### config.mk
export PLATFORM = sky130hd
export DESIGN_NAME = router_input_port
export DESIGN_NICKNAME = d
export VERILOG_FILES = /design/src/rtl/router_input_port_pkg.sv /design/src/rtl/router_input_port_vc_flit_slot.sv /design/src/rtl/router_input_port.sv
export SDC_FILE = /design/constraint.sdc
export NUM_CORES = 1
export LEC_CHECK = 0
export ABC_AREA = 1
export CELL_PAD_IN_SITES_DETAIL_PLACEMENT = 1
export CELL_PAD_IN_SITES_GLOBAL_PLACEMENT = 1
export CORE_MARGIN = 2
export CORE_UTILIZATION = 25
export CTS_CLUSTER_DIAMETER = 150
export DETAILED_ROUTE_END_ITERATION = 7
export PLACE_DENSITY = 0.78
export SKIP_LAST_GASP = 1
export SYNTH_ARGS = -nofsm -noshare
export SYNTH_HDL_FRONTEND = slang
export SYNTH_SLANG_ARGS = --single-unit
### constraint.sdc
create_clock -name clk -period 1.6 [get_ports clk]
set_input_delay 0.32 -clock clk [delete_from_list [all_inputs] [get_ports clk]]
set_output_delay 0.32 -clock clk [all_outputs]
set_load 0.02 [all_outputs]
### src/rtl/router_input_port_pkg.sv
// router_input_port_pkg: shared ring-router flit layout, route-select encoding and hop-field helper
package router_input_port_pkg;
  localparam int DATA_W  = 64;
  localparam int VC_BIT  = 63;
  localparam int HOP_MSB = 55;
  localparam int HOP_LSB = 48;
  localparam int HOP_W   = HOP_MSB - HOP_LSB + 1;
  localparam int CNT_W   = 16;
  localparam logic VC1   = 1'b0;
  localparam logic VC2   = 1'b1;
  typedef enum logic [1:0] {
    ROUTE_NONE = 2'd0,
    ROUTE_FWD  = 2'd1,
    ROUTE_PE   = 2'd2
  } route_e;
  function automatic logic [HOP_W-1:0] hop_of(input logic [DATA_W-1:0] flit);
    return flit[HOP_MSB:HOP_LSB];
  endfunction
endpackage

### src/rtl/router_input_port_vc_flit_slot.sv
// vc_flit_slot: one-entry VC flit buffer with route decode, hop decrement, grant release, rx counter and sticky errors
//   wr: flit offered to this VC; din: flit; gnt_fwd/gnt_pe: arbiter grant pulses
//   full/req_fwd/req_pe/dout: buffer state toward arbiters; cnt: accepted flits; err_ovf/err_gnt: sticky errors
module vc_flit_slot
  import router_input_port_pkg::*;
(
  input  logic              clk,
  input  logic              reset,
  input  logic              wr,
  input  logic [DATA_W-1:0] din,
  input  logic              gnt_fwd,
  input  logic              gnt_pe,
  output logic              full,
  output logic              req_fwd,
  output logic              req_pe,
  output logic [DATA_W-1:0] dout,
  output logic [CNT_W-1:0]  cnt,
  output logic              err_ovf,
  output logic              err_gnt
);
  route_e             route_q, route_d;
  logic [DATA_W-1:0]  data_q, data_d, dec;
  logic [CNT_W-1:0]   cnt_q, cnt_d;
  logic               err_ovf_q, err_ovf_d, err_gnt_q, err_gnt_d;
  logic               cap, rel, bad, eject;
  always_ff @(posedge clk) begin
    if (reset) begin
      route_q   <= ROUTE_NONE;
      data_q    <= '0;
      cnt_q     <= '0;
      err_ovf_q <= 1'b0;
      err_gnt_q <= 1'b0;
    end else begin
      route_q   <= route_d;
      data_q    <= data_d;
      cnt_q     <= cnt_d;
      err_ovf_q <= err_ovf_d;
      err_gnt_q <= err_gnt_d;
    end
  end
  // Capture only into a registered-empty slot, so release and refill never share a cycle.
  always_comb begin
    dec                   = din;
    dec[HOP_MSB:HOP_LSB]  = hop_of(din) - 8'd1;
    eject                 = hop_of(din) == '0;
    cap                   = wr && route_q == ROUTE_NONE;
    rel                   = (gnt_fwd && route_q == ROUTE_FWD) || (gnt_pe && route_q == ROUTE_PE);
    bad                   = (gnt_fwd && route_q != ROUTE_FWD) || (gnt_pe && route_q != ROUTE_PE);
    route_d               = cap ? (eject ? ROUTE_PE : ROUTE_FWD) : rel ? ROUTE_NONE : route_q;
    data_d                = cap ? (eject ? din : dec) : data_q;
    cnt_d                 = cap ? cnt_q + 1'b1 : cnt_q;
    err_ovf_d             = err_ovf_q | (wr && route_q != ROUTE_NONE);
    err_gnt_d             = err_gnt_q | bad;
  end
  assign full    = route_q != ROUTE_NONE;
  assign req_fwd = route_q == ROUTE_FWD;
  assign req_pe  = route_q == ROUTE_PE;
  assign dout    = data_q;
  assign cnt     = cnt_q;
  assign err_ovf = err_ovf_q;
  assign err_gnt = err_gnt_q;
endmodule

### src/rtl/router_input_port.sv
// router_input_port: ring-router input port steering upstream flits into per-VC one-entry slots for output arbitration
//   si/di: upstream flit; ri_vcX: VC can accept; vcX_req_fwd/pe + vcX_dout: arbiter requests;
//   vcX_gnt_fwd/pe: grant pulses; rx_cnt_vcX: accepted counts; err_overflow/err_grant: sticky errors
module router_input_port
  import router_input_port_pkg::*;
(
  input  logic              clk,
  input  logic              reset,
  input  logic              si,
  input  logic [DATA_W-1:0] di,
  output logic              ri_vc1,
  output logic              ri_vc2,
  output logic              vc1_req_fwd,
  output logic              vc1_req_pe,
  output logic              vc2_req_fwd,
  output logic              vc2_req_pe,
  output logic [DATA_W-1:0] vc1_dout,
  output logic [DATA_W-1:0] vc2_dout,
  input  logic              vc1_gnt_fwd,
  input  logic              vc1_gnt_pe,
  input  logic              vc2_gnt_fwd,
  input  logic              vc2_gnt_pe,
  output logic [CNT_W-1:0]  rx_cnt_vc1,
  output logic [CNT_W-1:0]  rx_cnt_vc2,
  output logic              err_overflow,
  output logic              err_grant
);
  logic full1, full2, ovf1, ovf2, gerr1, gerr2;
  vc_flit_slot u_vc1 (
    .clk(clk), .reset(reset), .wr(si && di[VC_BIT] == VC1), .din(di),
    .gnt_fwd(vc1_gnt_fwd), .gnt_pe(vc1_gnt_pe), .full(full1),
    .req_fwd(vc1_req_fwd), .req_pe(vc1_req_pe), .dout(vc1_dout),
    .cnt(rx_cnt_vc1), .err_ovf(ovf1), .err_gnt(gerr1)
  );
  vc_flit_slot u_vc2 (
    .clk(clk), .reset(reset), .wr(si && di[VC_BIT] == VC2), .din(di),
    .gnt_fwd(vc2_gnt_fwd), .gnt_pe(vc2_gnt_pe), .full(full2),
    .req_fwd(vc2_req_fwd), .req_pe(vc2_req_pe), .dout(vc2_dout),
    .cnt(rx_cnt_vc2), .err_ovf(ovf2), .err_gnt(gerr2)
  );
  assign ri_vc1       = ~full1;
  assign ri_vc2       = ~full2;
  assign err_overflow = ovf1 | ovf2;
  assign err_grant    = gerr1 | gerr2;
endmodule

* Word-level counts from Yosys, hierarchy flattened
Index checks and enable logic that the tools add are counted.
Storage, ports and cells: output and inout port bits 168, bits of input ports 71, register bits 168
Cells by class: bitwise operators 9, $add $sub $neg 3, equal/unequal tests 8, reductions and logical operators 25, mux-type cells 6
Operators with widths (number):
- $mux 56 | 1
- $add 16x1->16 const B | 2
- $logic_and 1x1->1 | 14
- $mux 2 | 5
- $logic_not 8->1 | 1
- $reduce_bool 2->1 | 4
- $sub 8x1->8 const B | 1
- $or 1x1->1 | 6
- $eq 2x1->1 const B | 2
- $eq 2x2->1 const B | 2
- $logic_not 2->1 | 2
- $logic_or 1x1->1 | 4
- $ne 2x1->1 const B | 2
- $ne 2x2->1 const B | 2
- $not 1->1 | 3

* Longest topological paths before layout
depth in word-level cells 5, mapped depth 11, mapped depth without buffers 11

* Hierarchy
Synthesis repeated with hierarchy kept, for this count alone.
Second synthesis, totals: cells, all modules 952, area, all modules 6834.1 um2
Modules (own cells, without submodules):
- vc_flit_slot | area an instance 3393.3 um2, cells each 470, instances 2, sequential area each 1681.6 um2
- router_input_port | area an instance 47.5 um2, cells each 12, instances 1, sequential area each 0.0 um2

* Least setup slack after synthesis
OpenSTA, ideal clock, no wires.
path type register -> register, start reg u_vc2.cnt_q[0] (netlist: u_vc2.cnt[0]), end reg u_vc2.cnt_q[8] (netlist: u_vc2.cnt[8]), stages on the path, launching flop included 7, data required time 1.484 ns, arrival time 1.300 ns, slack 0.185 ns, clock period less this slack 1.415 ns, buffers on the path 0, cell sequence dfxtp_1 -> ha_1 -> nand3_1 -> nor3_2 -> nand2_1 -> o21ai_0 -> nor2_1
Between the ends: cells in the longest elaborated chain, start to end 1
RTL lines:
- start: declaration | RTL line router_input_port_vc_flit_slot.sv:23 | logic [CNT_W-1:0] cnt_q, cnt_d;
- start signal: assignment | RTL line router_input_port_vc_flit_slot.sv:36 | cnt_q <= cnt_d;
- $add 16x1->16 | RTL line router_input_port_vc_flit_slot.sv:51 | cnt_d = cap ? cnt_q + 1'b1 : cnt_q;
No other way between the ends. A chain may end at the register's enable or synchronous reset.

* Worst setup path after layout
start reg u_vc2.route_q[0], end out vc2_req_fwd
Between the ends: cells in the longest elaborated chain, start to end 1
RTL lines:
- start: declaration | RTL line router_input_port_vc_flit_slot.sv:21 | route_e route_q, route_d;
- start signal: assignment | RTL line router_input_port_vc_flit_slot.sv:34 | route_q <= route_d;
- $eq 2x1->1 | RTL line router_input_port_vc_flit_slot.sv:56 | assign req_fwd = route_q == ROUTE_FWD;
- end: declaration | RTL line router_input_port.sv:15 | output logic vc2_req_fwd,
No other way between the ends.

==> impl_results.md <==
* Pwr/cell area at 1010 nW/um2
* Setup violators final at 0
* Max Cap Viol at 0
* Slew @ Worst Pin at 0.361 ns
* Most common library cells after synthesis: 290 x nor2_1, 168 x dfxtp_1, 143 x o21ai_0
* Total number of vias at 6,757
* Critical path arrival at 1.21 ns
* Minimum clock period at 1.53 ns
* Design area at 10,300 um2
* Top-level port count at 239
* Leakage at 4.85 nW
* Post-synthesis adder-cell area fraction at 0.577%
* Fraction of registers with async set/reset at 0%
* Synthesized-area fraction occupied by and/or/nand/nor cells at 25.8%
* Req. time, crit path at 1.28 ns
* CTS Buf Count at 17
* Vias in the first global route at 6,835
* Yosys warns at 0
* Syn-to-layout area delta at 57.8%
* Startpoint class of the critical path: register
* Core Area at 25,800 um2
* Fill count at 3,211
* Post-Layout Cell Count at 1,516
* #FFs+latches synth at 168
* Port bufs at 238
* Row Count at 59
* Final #Nets at 1,242
* Die height at 165 um
* Post-Syn Instances at 888
* CP startpoint: u_vc2.route_q[0]
* RSZ-0062 raised after global routing: yes
* First-pass iteration count of the detailed router at 4
* Dpl cells at 1,482
* Multi-input logic area at 2710 um2
* Clk_lat worst skew at 0.42 ns
* Yosys cell types at 28
* CTS tree: built
* Die Area at 27,300 um2
* Hold Crit Class: register to register
* Compound-gate portion of the synthesized area at 14.1%
* Initial antenna violation count at 0
* Critical Path Sink Type: primary output
* Fmax at 0.652 GHz
* Post-DP Area at 9860 um2
* N_diodes at 0
* Min-Delay Startpoint: u_vc1.dout[63]
* Reg area at 3370 um2
* Setup TNS at 0 ns
* GP Congestion at 0.782
* Most frequent cell after synthesis: nor2_1
* Vias per Instance at 4.46
* Final period util at 95.8%
* Rel. slew slack at 75.9%
* Final Skew at 0.00832 ns
* Synth top area share at 51.7%
* DP HPWL at 17,400 um
* Cell Area, Synth at 6510 um2
* Synth area leaders: dfxtp_1 52%, nor2_1 17%, o21ai_0 11%
* Hold Buf Count CTS at 0
* Max Buffers Root-to-Sink at 2
* Die width at 165 um
* Main combinational cell family by area after synthesis: simple AND/OR/NAND/NOR gates
* Design Power at 0.0104 W
* First-pass GRT wire length at 35,800 um
* Syn nets at 962
* Reg clk slew, reported paths at 0.07 ns
* Synth Area in XOR/XNOR at 0.538%
* Worst r2r src: u_vc2.route_q[0]
* # DRC at 0
* Initial drt markers at 323
* Crit Path Class: register to primary output
* Hold Violations, Final at 0
* Outcome: complete, no violations
* Pin count of the biggest net entering global routing at 44
* Utilization after layout at 39.8%
* GRT Residual Overflow at 0
* CTS Root Cell: clkbuf_16
* FF-to-FF path depth at 8
* Total Routing Usage GR at 16.8%
* Crit Path Max Fanout at 4
* Top cell type by total area after synthesis: dfxtp_1
* Mux share of post-synthesis cell area at 0%
* Final wirelength at 23,200 um
* Sequential share of the synthesized area at 51.7%
* VDD IR-drop max at 0.623 mV
* Max-slew violations at 0
* Initial core utilization at 25.2%
* Syn avg cell area at 7.33 um2
* Clock Sink Count at 168
* Top FF cell, synth: dfxtp_1
* H-tree levels at 4
* DRT antenna net count at 0
* Worst hold stages at 2
* Post-synth EDFFs at 0
* Share of cells above drive strength 1 at 11.5%
* Routed len/inst at 15.3 um
## per-layer routing
metal / track usage [%] / routed length (um)
met5: 0 / 0
met4: 5.33 / 433
met3: 4.25 / 1470
met2: 29.6 / 11200
met1: 20.1 / 10100
## critical path, cell delays in order (launching register included)
cell      delay [ns]
dfxtp_2         0.37
inv_1           0.08
nor2_2          0.15
clkbuf_2        0.20
## state kept, by name, summed over array words and instances, names as in the netlist
signal	flops
u_vc2.dout	64
u_vc1.err_ovf	1
u_vc1.err_gnt	1
u_vc1.cnt	16
u_vc2.err_ovf	1
u_vc1.dout	64
u_vc2.err_gnt	1
u_vc1.route_q	2
u_vc2.cnt	16
u_vc2.route_q	2
## final cells by class
class / count / area share [%]
clock buffers: 18 / 4.18
multi-input cells: 602 / 26.4
clock inverters: 14 / 1.30
repair buffers: 306 / 28.6
flip-flops and latches: 168 / 32.8
inverters: 73 / 2.68
well taps: 335 / 4.08
## layout by cell type (no fill, tap or decap), types with 10 or more instances in the layout
cell and count:
buf_12 20, inv_1 70, clkbuf_16 18, nand3_1 19, o21ai_0 138, nor2_2 10, dfxtp_1 165, clkdlybuf4s50_1 70
dlygate4sd2_1 155, nand2_1 73, buf_4 47, a21oi_1 24, nand4_1 10, nor2_1 285
## path summary, 6_finish.rpt
check / endpoint / slack [ns]
worst max-delay path: vc2_req_fwd / 0.07
worst min-delay path: u_vc1.dout[63] / 0.45
worst max register to register: u_vc2.cnt[1] / 0.13
worst min register to register: u_vc1.dout[63] / 0.45
## power breakdown
| group | internal (W) | switching [W] |
|---|---|---|
| sequential | 0.00444 | 0.000136 |
| combinational | 0.000796 | 0.00104 |
| clock | 0.00206 | 0.00194 |
| total | 0.00730 | 0.00312 |
## cell families (layout without fill, tap and decap cells)
logic type / Yosys count / after routing
DFF: 168 / 168
buffers and inverters: 118 / 411
and+or+nand+nor: 416 / 416
adders and majority gates: 3 / 3
xor gates and xnor gates: 4 / 4
AOI/OAI and AO/OA: 179 / 179
## what timing repair did
| action | CTS | global route |
|---|---|---|
| pin swaps | 0 | 6 |
| gates resized for setup | 185 | 25 |
| endpoints found under the setup margin | 168 | 27 |
| gates cloned | 0 | 1 |
| buffers inserted | 0 | 1 |
## metrics by stage
step	hold slack, ns	worst slack [ns]
finish	0.451	0.0673
global route	0.474	-0.0169
CTS	0.452	-0.218
detailed placement	0.443	-0.375
global placement	0.433	-0.303
floorplan	0.435	0.185
(Power assumes the default switching activity.)
==> RTL change 1: new RTL, config.mk and constraints unchanged <==
Set the package constant `DATA_W` to 128 (it was 64).
--- a/src/rtl/router_input_port_pkg.sv
+++ b/src/rtl/router_input_port_pkg.sv
@@ -1,6 +1,6 @@
 // router_input_port_pkg: shared ring-router flit layout, route-select encoding and hop-field helper
 package router_input_port_pkg;
-  localparam int DATA_W  = 64;
+  localparam int DATA_W  = 128;
   localparam int VC_BIT  = 63;
   localparam int HOP_MSB = 55;
   localparam int HOP_LSB = 48;
Ports: changed (resized di, vc1_dout and vc2_dout); port bits go from 239 to 431. The function was not compared with the original's and may differ.
==> RTL change 1 against the unedited design <==
Sequential cell count increased by 128; routed wire length increased by 87%; register-to-register slack got worse by 0.06 ns; setup slack got worse by 0.053 ns; design area increased by 71%; power increased by 86%; area after synthesis increased by 68%; worst hold slack got worse by 0.022 ns; largest cell class unchanged; highest routed layer unchanged.
==> RTL change 1: results (changes against the unedited design) <==
Critical path
  – Crit. Startpoint: u_vc2.route_q[1]
  – CP max FO: 5 (+1)
  – R2R Path Start: u_vc1.route_q[1]

Synth
  – Commonest cells in the synthesized netlist: nor2_1, dfxtp_1, o21ai_0
  – Post-synthesis xor/xnor area fraction: 0.400% (-0.14 points)
  – Synth Area in Compound Gates: 14.1% (-0.015 points)
  – Post-synthesis sequential area ratio: 54.2% (+2.5 points)
  – Adder-cell share of the synthesized area: 0.343% (-0.23 points)
  – Synth Net Count: 1,584 (+65%)
  – Library cells used by synthesis: 32 (+14%)
  – Ys flop type: dfxtp_1
  – Synth top area cells: dfxtp_1, nor2_1, o21ai_0

Global routing
  – Global-route wire length before repair: 65,100 um (+82%)
  – Vias in the first global route: 11,836 (+73%)
  – All-Layer GR Usage: 18.3% (+1.5 points)
  – Initial antenna violation count: 2 (+2)

Final layout
  – Layout cell share with drive strength beyond 1: 12.6% (+1.1 points)
  – Nets: 2,057 (+66%)
  – Fill cells: 5,242 (+63%)

Min path
  – Hold path start: di[96]
  – Worst hold path class: in -> reg

Routing
  – Routed WL: 43,400 um (+87%)
  – Initial DRC Count: 551 (+71%)
  – DR vias/cell: 4.50 (+1.1%)

Power and ir drop
  – Leakage power: 0.00782 uW (+61%)
  – Max rail drop VDD: 0.716 mV (+15%)

Clocking
  – CTS Buf Count: 35 (+18)
  – CTS Buffer Depth: 3 (+1)
  – H-tree depth: 2 (-2)

Timing
  – Max Clock Skew: 0.0116 ns (+0.00328 ns)
  – Worst Max-Slew Pin Slew: 0.350 ns (-0.0106 ns)

Placement
  – Port bufs: 430 (+81%)
  – GPL Wtd Cong: 0.811 (+3.7%)
  – Dpl hpwl: 32,000 um (+84%)

Run status
  – Status: finished, final reports clean
-- RTL change 1: metal layers --
layer	routed length (um)	share of wire (%)	up-vias	GRT usage, %
met3	3440	7.9	107	6.63
met5	0	0	-	0
met2	20900	48	337	31.7
met1	17100	39	5385	20.0
met4	1980	4.6	0	8.50
li1	-	-	5557	-
-- RTL change 1: stage by stage --
stage / setup slack [ns] / instance area [um2] / instances / utilization (%) / power, uW
2_1_floorplan: 0.149 / 10900 / 1446 / - / 9950
3_3_place_gp: -0.311 / 16500 / 2458 / 38.3 / 11900
3_5_place_dp: -0.492 / 16500 / 2458 / 38.3 / 12000
4_1_cts: -0.248 / 17400 / 2516 / 40.3 / 19600
5_1_grt: -0.0254 / 17500 / 2525 / 40.6 / 20300
6_report: 0.0140 / 17500 / 2528 / 40.7 / 19400
-- RTL change 1: worst max-delay path: stages (launching register included) --
cell	delay [ns]
dfxtp_4	0.39
inv_2	0.06
nor2_4	0.14
buf_6	0.14
-- RTL change 1: power by group --
group	total [uW]	switching, uW	internal (uW)	leakage (uW)
clock	7790	3140	4650	0.000542
combinational	3450	2000	1450	0.00484
sequential	8150	267	7880	0.00244
-- RTL change 1: cell type report --
cell class	instances	area [um2]	area share, %
Sequential cell	296	5950	33.9
Timing Repair Buffer	524	5090	29.0
Multi-Input combinational cell	993	4400	25.1
Clock buffer	47	993	5.66
Tap cell	585	732	4.17
Inverter	69	267	1.52
Clock inverter	10	103	0.585
Antenna cell	4	10.0	0.0570
-- RTL change 1: worst paths after layout --
kind,to,slack (ns),depth (start not counted)
max reg2reg,u_vc1.dout[34],0.07,6
min reg2reg,u_vc1.dout[63],0.45,2
min,u_vc2.dout[96],0.43,3
max,vc2_req_pe,0.01,3
-- RTL change 1: repair_timing --
| item | CTS | global route |
|---|---|---|
| buffers inserted | 1 | 6 |
| setup endpoints to repair | 292 | 186 |
| gates cloned | 0 | 2 |
| resized for setup | 413 | 99 |
| endpoints found under the hold margin | 0 | 0 |
| pin swaps | 2 | 5 |
-- RTL change 1: cells by family (layout without fill, tap and decap cells) --
logic type / after synthesis / after routing
simple gates: 683 / 683
compound gates: 302 / 302
flops: 296 / 296
buf+inv: 157 / 650
xor+xnor: 5 / 5
fa+ha+maj: 3 / 3
other cells: 0 / 4
==> RTL change 2: new RTL, same settings <==
Made on the original files. Take the reset off `data_q` and load it in a clocked block of its own.
--- a/src/rtl/router_input_port_vc_flit_slot.sv
+++ b/src/rtl/router_input_port_vc_flit_slot.sv
@@ -26,17 +26,19 @@
   always_ff @(posedge clk) begin
     if (reset) begin
       route_q   <= ROUTE_NONE;
-      data_q    <= '0;
       cnt_q     <= '0;
       err_ovf_q <= 1'b0;
       err_gnt_q <= 1'b0;
     end else begin
       route_q   <= route_d;
-      data_q    <= data_d;
       cnt_q     <= cnt_d;
       err_ovf_q <= err_ovf_d;
       err_gnt_q <= err_gnt_d;
     end
+  end
+
+  always_ff @(posedge clk) begin
+    data_q <= data_d;
   end
   // Capture only into a registered-empty slot, so release and refill never share a cycle.
   always_comb begin
Function: changed (a bounded check fails within 4 cycles, from zero or initial values and one cycle with reset high).
==> RTL change 2 against the unedited design <==
First-iteration DRC count decreased by 34%; sequential power is 7.9% higher; sequential cell count stayed put; setup slack got worse by 0.025 ns; register-to-register slack about the same; design area down 5.0%; power shrank 2.4%; core utilization rose by 0.59 points; worst hold slack gained 0.014 ns; synthesized cell count fell by 47%; critical path depth is the same; area after synthesis decreased by 6.2%; clock power is 7.3% higher; routed wire length is 18% lower; critical endpoint is now vc2_req_pe; largest cell class unchanged.
==> RTL change 2: results (changes against the unedited design) <==
Synth
  – Warnings from Yosys: 0 (unchanged)
  – Synth Net Count: 541 (-44%)
  – Synth top area cells: edfxtp_1, dfxtp_1, nand2_1
  – Library cells used by synthesis: 28 (unchanged)
  – Adder-cell share of the synthesized area: 0.615% (+0.038 points)
  – Post-synthesis sequential area ratio: 76.1% (+24 points)
  – Number of synthesized flops with an enable pin: 128 (+128)
  – Multiplexer area fraction after synthesis: 0% (unchanged)
  – Synth Area in Compound Gates: 3.98% (-10 points)
  – Post-synth ARST share: 0% (unchanged)
  – Mapped Cells: 467 (-47%)
  – Post-synthesis xor/xnor area fraction: 1.00% (+0.47 points)
  – Commonest cells in the synthesized netlist: edfxtp_1, nand2_1, nor2_1

Run status
  – Status: finished, final reports clean

Critical path
  – R2R Path Start: u_vc2.cnt[1]
  – Crit-path slowest cell: dfxtp_2
  – CP max stage delay: 0.40 ns (+0.03 ns)
  – Critical Path AT: 1.24 ns (+0.03 ns)
  – Crit. Startpoint: u_vc2.route_q[1]
  – CP max FO: 5 (+1)

Final layout
  – Number of diodes: 0 (unchanged)
  – Layout cell share with drive strength beyond 1: 16.8% (+5.3 points)
  – Fill cells: 2,616 (-19%)
  – Nets: 834 (-33%)

Placement
  – Setup WS pre-CTS: -0.383 ns (-0.00766 ns)
  – DP Cell Count: 1,062 (-28%)
  – Dpl hpwl: 14,700 um (-16%)
  – GPL Wtd Cong: 0.775 (-0.88%)
  – Post-placement cell area: 9310 um2 (-5.6%)

Routing
  – DR vias/cell: 4.21 (-5.6%)
  – Initial DRC Count: 214 (-34%)
  – Drt pass-1 iters: 4 (unchanged)
  – Routed WL: 19,100 um (-18%)
  – WL per Instance: 17.4 um (+14%)

Clocking
  – Clk Latency, worst-skew pair: 0.43 ns
  – Clock root buffer master: clkbuf_16
  – Clock slew at reported path FFs: 0.07 ns (about the same)
  – # hold bufs at CTS: 0 (unchanged)
  – CTS Buffer Depth: 2 (unchanged)

Global routing
  – Pin count of the biggest net entering global routing: 28 (-36%)
  – Global-route wire length before repair: 28,900 um (-19%)
  – All-Layer GR Usage: 14.9% (-1.9 points)
  – Vias in the first global route: 4,780 (-30%)

Run
  – Max-cap violations: 0 (unchanged)

Min path
  – Hold path start: u_vc2.err_ovf
  – Worst hold path class: reg -> reg

Timing
  – Max transition margin: 79.1% (+3.1 points)
  – Max Clock Skew: 0.00912 ns (+0.000806 ns)

Power and ir drop
  – Leakage power: 0.00396 uW (-18%)
  – Max rail drop VDD: 0.697 mV (+12%)
## RTL change 2: area by class of cell
class,instances,area [um2],share of cell area [%]
Sequential cell,168,4660,47.7
Timing Repair Buffer,278,2570,26.4
Multi-Input combinational cell,236,1260,12.9
Clock buffer,17,425,4.36
Tap cell,324,405,4.16
Inverter,59,224,2.30
Clock inverter,15,209,2.14
## RTL change 2: worst max-delay path: cells and delay by family, from the launching register on
kind                   cells  cell delay [ns]
AND/OR/NAND/NOR            1             0.15
buffers and inverters      2             0.26
flip-flops                 1             0.40
## RTL change 2: kinds of logic after synthesis
family,after synthesis
xor gates and xnor gates,7
DFF,168
AOI/OAI and AO/OA,47
buffers and inverters,63
adders and majority gates,3
and+or+nand+nor,179
## RTL change 2: metal layers
metal  track usage (%)  vias to the layer above  wire length, um
li1                  -                     2195                -
met1              17.1                     2222             7970
met2              27.0                      178             9710
met3              3.97                       22             1060
met4              4.91                        0              354
met5                 0                        -                0
## RTL change 2: power by group
group | internal, uW | total [uW] | switching, uW
combinational | 416 | 946 | 531
clock | 2170 | 4290 | 2120
sequential | 4880 | 4940 | 58.0
total | 7460 | 10200 | 2710
## RTL change 2: worst paths after layout
check	slack, ns	cells past startpoint	endpoint
hold reg to reg	0.47	2	u_vc2.err_ovf
setup / recovery	0.04	3	vc2_req_pe
hold / removal	0.47	2	u_vc2.err_ovf
setup reg to reg	0.13	8	u_vc2.cnt[8]
## RTL change 2: metrics by stage
stage	TNS, ns	power, uW
4_1_cts	-0.151	10300
3_5_place_dp	-47.55	6100
3_3_place_gp	-45.30	6060
2_1_floorplan	-25.56	5400
6_report	0	10200
5_1_grt	-0.0354	10500
## RTL change 2: repair_timing
item | 4_1_cts | 5_1_grt
setup buffers | 0 | 3
gates resized for setup | 188 | 17
setup endpoints to repair | 168 | 26
pin swaps | 0 | 1
